===== config.mk =====
export PLATFORM = sky130hd
export DESIGN_NAME = branch_resolve_queue
export DESIGN_NICKNAME = d
export VERILOG_FILES = /design/src/rtl/branch_resolve_queue.sv
export SDC_FILE = /design/constraint.sdc
export NUM_CORES = 1
export LEC_CHECK = 0
export CORE_MARGIN = 2
export CORE_UTILIZATION = 55
export DETAILED_ROUTE_END_ITERATION = 10
export PLACE_DENSITY = 0.75
export SYNTH_ARGS = -nofsm -noshare
export SYNTH_HDL_FRONTEND = slang
export SYNTH_SLANG_ARGS = --single-unit

===== constraint.sdc =====
create_clock -name clk -period 6.2 [get_ports clk]
set_input_delay 1.24 -clock clk [delete_from_list [all_inputs] [get_ports clk]]
set_output_delay 1.24 -clock clk [all_outputs]
set_load 0.01 [all_outputs]

===== src/rtl/branch_resolve_queue.sv =====
// In-order queue of in-flight branch predictions. Resolves the oldest entry,
// emits predictor write-back, squashes wrong-path entries on mispredict.
// Optional BRQ_STATS_EN adds saturating resolve/mispredict counters.
module branch_resolve_queue #(
  parameter int DEPTH = 4,
  parameter int BHR_W = 4
) (
  input  logic                     clk,
  input  logic                     rst,
  input  logic                     alloc_valid,
  input  logic [31:0]              alloc_pc,
  input  logic                     alloc_pred,
  input  logic [BHR_W-1:0]         alloc_bhr,
  output logic                     alloc_ready,
  input  logic                     resolve_valid,
  input  logic                     resolve_taken,
  input  logic                     flush,
  output logic                     upd_valid,
  output logic [31:0]              upd_pc,
  output logic                     upd_taken,
  output logic                     mispredict,
  output logic [BHR_W-1:0]         restore_bhr,
  output logic [$clog2(DEPTH):0]   count
`ifdef BRQ_STATS_EN
  ,
  output logic [31:0]              stat_resolved,
  output logic [31:0]              stat_mispredicted
`endif
);

  localparam int PW = $clog2(DEPTH);
  localparam int CW = PW + 1;

  logic [31:0]      pc_mem_q   [DEPTH];
  logic             pred_mem_q [DEPTH];
  logic [BHR_W-1:0] bhr_mem_q  [DEPTH];

  logic [PW-1:0]    head_q, head_d, tail_q, tail_d;
  logic [CW-1:0]    count_q, count_d;
  logic             upd_valid_q, upd_valid_d;
  logic [31:0]      upd_pc_q, upd_pc_d;
  logic             upd_taken_q, upd_taken_d;
  logic             mispredict_q, mispredict_d;
  logic [BHR_W-1:0] restore_bhr_q, restore_bhr_d;

  logic do_alloc, do_resolve, is_mis, mem_we;
  logic [31:0]      head_pc;
  logic             head_pred;
  logic [BHR_W-1:0] head_bhr;

  // Handshake: alloc is accepted when alloc_valid && alloc_ready (ready only
  // reflects the registered count); resolve always pops when the queue is
  // non-empty. Dropped requests leave no trace.
  assign alloc_ready = (count_q != CW'(DEPTH));
  assign do_alloc    = alloc_valid && alloc_ready;
  assign do_resolve  = resolve_valid && (count_q != '0);

  assign head_pc   = pc_mem_q[head_q];
  assign head_pred = pred_mem_q[head_q];
  assign head_bhr  = bhr_mem_q[head_q];
  assign is_mis    = do_resolve && (head_pred != resolve_taken);

  always_comb begin
    head_d        = head_q;
    tail_d        = tail_q;
    count_d       = count_q;
    upd_valid_d   = 1'b0;
    mispredict_d  = 1'b0;
    upd_pc_d      = upd_pc_q;
    upd_taken_d   = upd_taken_q;
    restore_bhr_d = restore_bhr_q;
    mem_we        = 1'b0;
    if (flush) begin
      tail_d  = head_q;
      count_d = '0;
    end else begin
      if (do_resolve) begin
        head_d        = head_q + PW'(1);
        upd_valid_d   = 1'b1;
        upd_pc_d      = head_pc;
        upd_taken_d   = resolve_taken;
        mispredict_d  = is_mis;
        restore_bhr_d = {head_bhr[BHR_W-2:0], resolve_taken};
      end
      if (is_mis) begin
        // Everything younger than the resolved branch is wrong-path.
        tail_d  = head_q + PW'(1);
        count_d = '0;
      end else begin
        mem_we  = do_alloc;
        tail_d  = tail_q + PW'(do_alloc);
        count_d = count_q + CW'(do_alloc) - CW'(do_resolve);
      end
    end
  end

  always_ff @(posedge clk) begin
    if (rst) begin
      head_q        <= '0;
      tail_q        <= '0;
      count_q       <= '0;
      upd_valid_q   <= 1'b0;
      upd_pc_q      <= '0;
      upd_taken_q   <= 1'b0;
      mispredict_q  <= 1'b0;
      restore_bhr_q <= '0;
    end else begin
      head_q        <= head_d;
      tail_q        <= tail_d;
      count_q       <= count_d;
      upd_valid_q   <= upd_valid_d;
      upd_pc_q      <= upd_pc_d;
      upd_taken_q   <= upd_taken_d;
      mispredict_q  <= mispredict_d;
      restore_bhr_q <= restore_bhr_d;
    end
  end

  // Entry storage is deliberately not reset; only pointers define validity.
  always_ff @(posedge clk) begin
    if (mem_we) begin
      pc_mem_q[tail_q]   <= alloc_pc;
      pred_mem_q[tail_q] <= alloc_pred;
      bhr_mem_q[tail_q]  <= alloc_bhr;
    end
  end

  assign upd_valid   = upd_valid_q;
  assign upd_pc      = upd_pc_q;
  assign upd_taken   = upd_taken_q;
  assign mispredict  = mispredict_q;
  assign restore_bhr = restore_bhr_q;
  assign count       = count_q;

`ifdef BRQ_STATS_EN
  logic [31:0] stat_res_q, stat_res_d, stat_mis_q, stat_mis_d;

  always_comb begin
    stat_res_d = stat_res_q;
    stat_mis_d = stat_mis_q;
    if (upd_valid_q && (stat_res_q != 32'hFFFF_FFFF)) stat_res_d = stat_res_q + 32'd1;
    if (mispredict_q && (stat_mis_q != 32'hFFFF_FFFF)) stat_mis_d = stat_mis_q + 32'd1;
  end

  always_ff @(posedge clk) begin
    if (rst) begin
      stat_res_q <= '0;
      stat_mis_q <= '0;
    end else begin
      stat_res_q <= stat_res_d;
      stat_mis_q <= stat_mis_d;
    end
  end

  assign stat_resolved     = stat_res_q;
  assign stat_mispredicted = stat_mis_q;
`endif

endmodule


==> results of run 1 <==
[worst max-delay path: stages, from the launching register on]
cell	delay [ns]
dfxtp_1	0.37
or3b_1	0.50
clkdlybuf4s50_1	0.52
[synth_stat cells]
cell type | n | area share (%)
buf_4 | 3 | 0.32
inv_2 | 1 | 0.054
edfxtp_1 | 144 | 62
mux4_2 | 36 | 12
nand3_1 | 2 | 0.14
ha_1 | 2 | 0.36
nand4_1 | 1 | 0.090
nor2_1 | 6 | 0.32
inv_1 | 4 | 0.22
o2111ai_1 | 1 | 0.13
clkbuf_2 | 1 | 0.072
xor2_1 | 3 | 0.38
fa_1 | 1 | 0.29
xnor2_1 | 3 | 0.38
a21o_2 | 1 | 0.13
o31ai_2 | 1 | 0.18
a31oi_1 | 2 | 0.18
dfxtp_1 | 47 | 14
buf_1 | 1 | 0.054
a21oi_1 | 36 | 2.6
nand2_1 | 77 | 4.1
clkbuf_1 | 11 | 0.59
nor3_1 | 4 | 0.29
a31o_1 | 1 | 0.13
nor2b_1 | 1 | 0.090
buf_6 | 1 | 0.16
a221o_1 | 1 | 0.14
nor4_1 | 2 | 0.18
or3b_1 | 1 | 0.13
nor3b_1 | 2 | 0.22
o21ai_2 | 1 | 0.13
buf_2 | 7 | 0.50
o211ai_1 | 1 | 0.11
or4_1 | 1 | 0.11
[cells by family after synthesis]
logic type	after synthesis	share of synthesized area [%]
DFF	191	75.6
and+or+nand+nor	97	5.71
AOI/OAI and AO/OA	45	3.70
muxes	36	11.6
buffers and inverters	29	1.98
xor gates and xnor gates	6	0.754
adders and majority gates	3	0.647
[registers in the layout, indices dropped and copies added (netlist names), named ones only]
| signal | count |
|---|---|
| count | 3 |
| pred_mem_q | 4 |
| tail_q | 2 |
| pc_mem_q | 128 |
| upd_pc | 32 |
| upd_valid | 1 |
| bhr_mem_q | 12 |
| upd_taken | 1 |
| mispredict | 1 |
| head_q | 2 |
| restore_bhr | 3 |
[final timing paths]
kind	start	endpoint	slack, ns
worst max register to register	count[1]	count[2]	3.64
worst max-delay path	count[1]	alloc_ready	3.14
worst min register to register	upd_pc[22]	upd_pc[22]	0.45
worst min-delay path	upd_pc[22]	upd_pc[22]	0.45
[per-stage QoR]
stage,total power (W),cells,hold WS [ns],util [%]
2_1_floorplan,0.00154,407,0.481,-
6_report,0.00269,675,0.451,68.6
5_1_grt,0.00277,675,0.469,68.6
3_5_place_dp,0.00161,643,0.447,63.7
4_1_cts,0.00271,675,0.456,68.6
3_3_place_gp,0.00161,643,0.441,63.7
[cell type report]
class / instances / area (um^2)
clock buffers: 19 / 453
inverters: 5 / 18.8
multi-input cells: 187 / 1600
flip-flops and latches: 191 / 5270
repair buffers: 88 / 866
clock inverters: 13 / 164
well taps: 172 / 215
fillers: 880 / 3930
[power breakdown]
group          total, W  internal [W]  switching [W]  leakage [nW]
clock           0.00111      0.000655       0.000453         0.289
combinational  0.000155     0.0000812      0.0000738         0.709
sequential      0.00143       0.00141      0.0000216          1.69
[cell usage in the layout (no fill, tap or decap), types with 2 or more instances in the layout]
cell type,count
edfxtp_1,144
clkdlybuf4s50_1,83
nand2_1,76
dfxtp_1,45
mux4_2,36
a21oi_1,36
clkbuf_16,17
inv_1,4
nor2_1,4
clkinv_4,4
clkinvlp_4,4
buf_4,4
xnor2_1,3
nor3_1,3
xor2_1,3
bufinv_16,3
nor4_2,2
nor2_4,2
nand3_1,2
a31oi_1,2
nor3b_1,2
ha_1,2
clkbuf_8,2
[per-layer routing]
metal / vias up / track usage, % / wire length (um) / part of all wire (%)
li1: 1709 / - / - / -
met1: 1880 / 23.5 / 5200 / 41
met2: 101 / 33.4 / 6530 / 52
met3: 29 / 4.88 / 496 / 3.9
met4: 0 / 10.1 / 354 / 2.8
met5: - / 0 / 0 / 0
==> flow_summary.yaml, run 1 <==
layout:
  area_growth_pct: 23.2
  diodes: 0
  postLayoutCellArea_um2: 8590
  nets: 536
  drive_gt1_share_pct: 16.7
placed_design:
  dp_hpwl_um: 6860
  gp_congestion: 0.757
  io_buffers: 84
  preCtsSetupSlack_ns: 2.75
  dpl-instance-area_um2: 7970
min_path:
  hold_depth: 2
  hold_path_class: "reg2reg"
worst_setup_path:
  worst_setup_path_end_kind: "primary output"
  critical_path.max_fanout: 6
  path_class: "reg2out"
  worstPathRequired_ns: 4.96
  r2r_cells: 10
  crit_path_start_kind: "register"
  arrival_ns: 1.82
routing:
  drcViolationCount: 0
  wl_per_cell_um: 18.6
  drtIter0Drc: 161
  dr.pass1.iters: 4
  ant_nets: 0
  vias_per_cell: 5.51
  vias: 3719
  finalWirelength_um: 12600
sta:
  hold_violations: 0
  fin_crit_ns: 3.06
  slew_headroom_pct: 29.4
  worst_slack_ns: 3.14
  clock.fmax_mhz: 327
  worst_pin_slew_ns: 1.06
  slew_violations: 0
  setup_tns_ns: 0
  timing.final.crit_share_pct: 49.3
  finalSetupViolations: 0
  rsz0062_at_grt: "false"
  fin_skew_ns: 0.0138
synthesis:
  syn_area_um2: 6970
  syn_avg_cell_area_um2: 17.1
  ys_ff_latch: 191
  synth_warnings: 0
  synth-seq-area-share_pct: 75.6
  synthCells: 407
  yosysUniqueCellTypes: 34
  syn_nets: 453
clocking:
  cts_tree: "yes"
  cts-root-buf: "clkbuf_16"
  ctsHoldBuffers: 0
  cts_setup_buffers: 0
  cts_resized: 0
  clockBufferDepth: 2
  cts_buffers: 17
  cts.clk_slew.worst_paths_ns: 0.06
  clock-sinks: 191
  clkLatencyLatePin_ns: 0.43
  htreeDepth: 4
die:
  core-area_um2: 12500
  initial_core_util_pct: 55.7
  die_h_um: 117
  die-area_um2: 13600
  num_rows: 41
  die_x_um: 117
  io_pins: 86
grt:
  grt_pass1_wl_um: 19200
  grt_start_max_net_pins: 47
  overflow: 0
  antenna_found_initial: 0
  globalRouteTotalUtil_pct: 19.7
  grt_pass1_vias: 3768
outcome:
  status: "finished clean"
pwr:
  p_per_area_nw_per_um2: 314
  ir_drop_uv: 249
  p_leak_nw: 2.69
job:
  drv_cap: 0
Power figures use the tool's default switching activity.
==> inputs of run 2 (changes only) <==
- CORE_UTILIZATION: 55 -> 49
- PLACE_DENSITY: 0.75 -> 0.71
- clock period: 6.2 -> 2.5 ns (I/O delays scaled with it)
==> run 2 against run 1 <==
  * Die area is 12% higher
  * Cell count is 3.4% higher
  * Largest cell class unchanged
  * Sequential power is 150% higher
  * Largest power group unchanged
  * Non-clock buffer count is 15 higher
  * Worst setup slack worse by 3.0 ns
  * Core utilization is 4.7 points lower
==> flow_summary.yaml, run 2 (same netlist as run 1, synthesis figures left out) <==
sta:
  rsz0062_at_grt: "false"
  timing.final.crit_share_pct: 94.9
  worst_pin_slew_ns: 0.646
  fin_skew_ns: 0.00577
  slew_headroom_pct: 56.9
  worst_slack_ns: 0.128
  clock.fmax_mhz: 422
  hold_violations: 0
  finalSetupViolations: 0
  setup_tns_ns: 0
  slew_violations: 0
  fin_crit_ns: 2.37
pwr:
  p_per_area_nw_per_um2: 774
  p_leak_nw: 2.82
  ir_drop_uv: 430
worst_setup_path:
  critical_path.max_fanout: 6
  path_class: "reg2reg"
  crit_end: "count[2]"
  cp-startpoint: "count[2]"
  worstPathRequired_ns: 2.80
  r2r-end: "count[2]"
  r2r_setup_slack_ns: 0.13
  r2r_start: "count[2]"
  crit_path_start_kind: "register"
  arrival_ns: 2.67
  r2r_cells: 10
  worst_setup_path_end_kind: "register"
routing:
  vias: 3749
  finalWirelength_um: 13100
  drtIter0Drc: 251
  dr.pass1.iters: 4
  vias_per_cell: 5.37
  ant_nets: 0
  wl_per_cell_um: 18.7
  drcViolationCount: 0
placed_design:
  gp_congestion: 0.756
  io_buffers: 84
  dpl-instance-area_um2: 8230
  preCtsSetupSlack_ns: -0.0154
  dp_hpwl_um: 7920
grt:
  antenna_found_initial: 0
  overflow: 0
  grt_start_max_net_pins: 37
  globalRouteTotalUtil_pct: 18.8
  grt_pass1_wl_um: 20500
  grt_pass1_vias: 3728
clocking:
  clkLatencyLatePin_ns: 0.42
  htreeDepth: 4
  cts_resized: 0
  cts_setup_buffers: 0
  clockBufferDepth: 2
  cts-root-buf: "clkbuf_16"
  cts.clk_slew.worst_paths_ns: 0.06
  ctsHoldBuffers: 0
  cts_tree: "yes"
  clock-sinks: 191
  cts_buffers: 17
layout:
  nets: 551
  postLayoutCellArea_um2: 8860
  area_growth_pct: 27.2
  mostFrequentLayoutCells: "edfxtp_1 (144), clkdlybuf4s50_1 (83), nand2_1 (76)"
  mostFrequentLayoutCell: "edfxtp_1"
  diodes: 0
  drive_gt1_share_pct: 18.9
  largest_reg_flops: 128
  top_register: "pc_mem_q"
die:
  io_pins: 86
  die_x_um: 123
  die_h_um: 123
  core-area_um2: 13900
  initial_core_util_pct: 50.2
  die-area_um2: 15200
  num_rows: 43
outcome:
  status: "finished clean"
min_path:
  hold_path_class: "in2reg"
job:
  drv_cap: 0
-- run 2: cell types whose count changed in the layout (fill, tap and decap cells not counted), sizes merged --
| cell | delta |
|---|---|
| buf | +15 |
| bufinv | +2 |
| clkinv | +1 |
| clkinvlp | -3 |
-- run 2: critical path, cell delays in order, from the launching register on --
cell	delay [ns]
dfxtp_1	0.40
or3b_1	0.48
nand2_1	0.14
ha_1	0.24
inv_1	0.05
ha_1	0.13
inv_1	0.05
fa_1	0.37
xor2_1	0.19
xnor2_1	0.15
nor3_1	0.06
-- run 2: final cells by class --
class | count | area (um^2)
inverters | 5 | 18.8
well taps | 180 | 225
flip-flops and latches | 191 | 5270
multi-input cells | 187 | 1650
repair buffers | 103 | 1070
fillers | 989 | 5020
clock inverters | 13 | 193
clock buffers | 19 | 443
-- run 2: per-stage QoR --
| step | util (%) | power, W | hold WS (ns) | std cells |
|---|---|---|---|---|
| 6_report | 63.9 | 0.00686 | 0.410 | 698 |
| 5_1_grt | 63.9 | 0.00707 | 0.409 | 698 |
| 4_1_cts | 63.9 | 0.00692 | 0.391 | 698 |
| 3_5_place_dp | 59.3 | 0.00405 | 0.447 | 666 |
| 3_3_place_gp | 59.3 | 0.00404 | 0.442 | 666 |
| 2_1_floorplan | - | 0.00383 | 0.481 | 407 |
-- run 2: how the worst min path moves through the flow --
stage              startpoint  slack, ns             end  cells after the start
2_1_floorplan  restore_bhr[1]       0.48  restore_bhr[1]                      2
3_3_place_gp       upd_pc[20]       0.44      upd_pc[20]                      2
3_5_place_dp       upd_pc[20]       0.45      upd_pc[20]                      2
4_1_cts                   rst       0.39      upd_pc[16]                      2
5_1_grt                   rst       0.41      upd_pc[16]                      2
6_report                  rst       0.41      upd_pc[16]                      2
-- run 2: routing by layer --
metal / part of all wire [%] / vias to the layer above / GRT usage [%]
li1: - / 1739 / -
met5: 0 / - / 0
met4: 1.7 / 0 / 7.32
met3: 4.7 / 16 / 4.20
met2: 50 / 82 / 30.8
met1: 43 / 1912 / 24.6
-- run 2: report_power, final --
part | internal (W) | switching [W]
clock | 0.00179 | 0.00109
sequential | 0.00349 | 0.0000422
combinational | 0.000231 | 0.000211
==> patch (settings of run 2) <==
Put one more register stage on the output `count`, with the module's reset. The value now appears one clock later. The other outputs are not delayed to match. Comments in the files are not updated.
--- a/src/rtl/branch_resolve_queue.sv
+++ b/src/rtl/branch_resolve_queue.sv
@@ -131,5 +131,11 @@
   assign mispredict  = mispredict_q;
   assign restore_bhr = restore_bhr_q;
-  assign count       = count_q;
+  always_ff @(posedge clk) begin
+    if (rst) begin
+      count <= '0;
+    end else begin
+      count <= count_q;
+    end
+  end
 
 `ifdef BRQ_STATS_EN
Formal check against the unedited RTL: not equivalent (Yosys sat finds a counterexample within 4 cycles, from zero or initial values and one cycle with rst high).
==> patch against run 2 <==
Register-to-register slack improved by 0.11 ns; non-clock buffer count rose by 4; combinational power rose by 1%; sequential cell count rose by 3; critical endpoint is now alloc_ready; hold slack got worse by 0.015 ns; routed wire length rose by 0.36%; cell area rose by 1.0%; critical path depth fell by 7; sequential share of layout area rose by 0.084 points; synthesized area rose by 1.4%; total power fell by 2.4%; worst setup slack got worse by 0.058 ns; fmax fell by 2.4%.
==> patch: results (changes against run 2) <==
outcome complete, no violations (unchanged); post-synth cell types 32 (was 34); family with the most delay on the worst path buffers and inverters (was adder cells); Layout clock area frac 6.73% (was 7.17%); Worst Hold Path Cells 3 (was 2); Sequential Area 0.00533 mm2 (was 0.00527 mm2); critical path's slowest cell or3b_2 (was or3b_1); Clock H-tree levels 4 (unchanged); GRT met1 Usage 23.7% (was 24.6%); Placed Instances 679 (was 666); post-synthesis sequential area ratio 75.4% (was 75.6%); final net count 564 (was 551); met3 Usage GRT 5.17% (was 4.20%); GPL Wtd Cong 0.793 (was 0.756); vias in the first global route 4005 (was 3728); Worst R2R Start pred_mem_q[2]$_DFFE_PP_ (was count[2]$_SDFF_PP0_); post_cts resized 1 (was 0); switch share 20.5% (was 19.7%); #MultiIn Comb 192 (was 187); Met2 Wirelength 6.49 mm (was 6.59 mm); Hold EP count_q[1]$_SDFF_PP0_ (was upd_pc[16]$_SDFFE_PP0P_); 1st-iter DRT viols 292 (was 251); invs w/o clock 6 (was 5); Post-Synth Adder-Cell Area 0.638% (was 0.647%); worst slack at placement -0.0102 ns (was -0.0154 ns); Avg Vias per Cell 5.40 (was 5.37); nonclk buf count 107 (was 103); clk_buf instances 22 (was 19); crit path DAT 1.93 ns (was 2.67 ns); Worst R2R Path Depth 5 (was 10); RR Endpoint pc_mem_q[0][2]$_DFFE_PP_ (was count[2]$_SDFF_PP0_); post-synthesis mux area share 11.5% (was 11.6%); Max Root-Sink Buffers 2 (unchanged); leakage dissipation 2.86 nW (was 2.82 nW); clk sinks 194 (was 191); Total GRT Usage 18.7% (was 18.8%); pwr/cell area 747 mW/mm2 (was 774 mW/mm2); Max Clock Skew 0.00648 ns (was 0.00577 ns); worst-path fanout max 4 (was 6); maximum vdd drop 0.596 mV (was 0.430 mV); footprint of the multi-input gates 0.00169 mm2 (was 0.00165 mm2); Clk network pwr share 39.7% (was 42.0%); biggest area contributors in the synthesized netlist edfxtp_1 (61%), dfxtp_1 (14%), mux4_2 (11%) (was edfxtp_1 (62%), dfxtp_1 (14%), mux4_2 (12%)); P_comb 0.447 mW (was 0.442 mW); flop2flop setup slack 0.24 ns (was 0.13 ns); largest net degree at the start of global routing 47 (was 37); wl on met1 5.83 mm (was 5.64 mm); Final Non-Filler Cells 711 (was 698)
patch: cell count changes in the layout (fill, tap and decap cells not counted), moves of 3 or more:
| cell | before | now |
|---|---|---|
| nor3_4 | 1 | 4 |
| clkinv_1 | 3 | 0 |
| clkbuf_8 | 1 | 4 |
| buf_4 | 12 | 17 |
| bufinv_16 | 5 | 1 |
patch: worst max-delay path by stage:
stage	start	endpoint	slack [ns]	cells after the start
6_report	count_q[2]$_SDFF_PP0_	alloc_ready	0.07	3
5_1_grt	count_q[2]$_SDFF_PP0_	alloc_ready	0.02	3
4_1_cts	count_q[1]$_SDFF_PP0_	alloc_ready	0.01	3
3_5_place_dp	resolve_valid	count_q[2]$_SDFF_PP0_	-0.01	11
3_3_place_gp	resolve_valid	count_q[2]$_SDFF_PP0_	0.04	11
2_1_floorplan	pred_mem_q[3]$_DFFE_PP_	bhr_mem_q[0][0]$_DFFE_PP_	-0.22	4
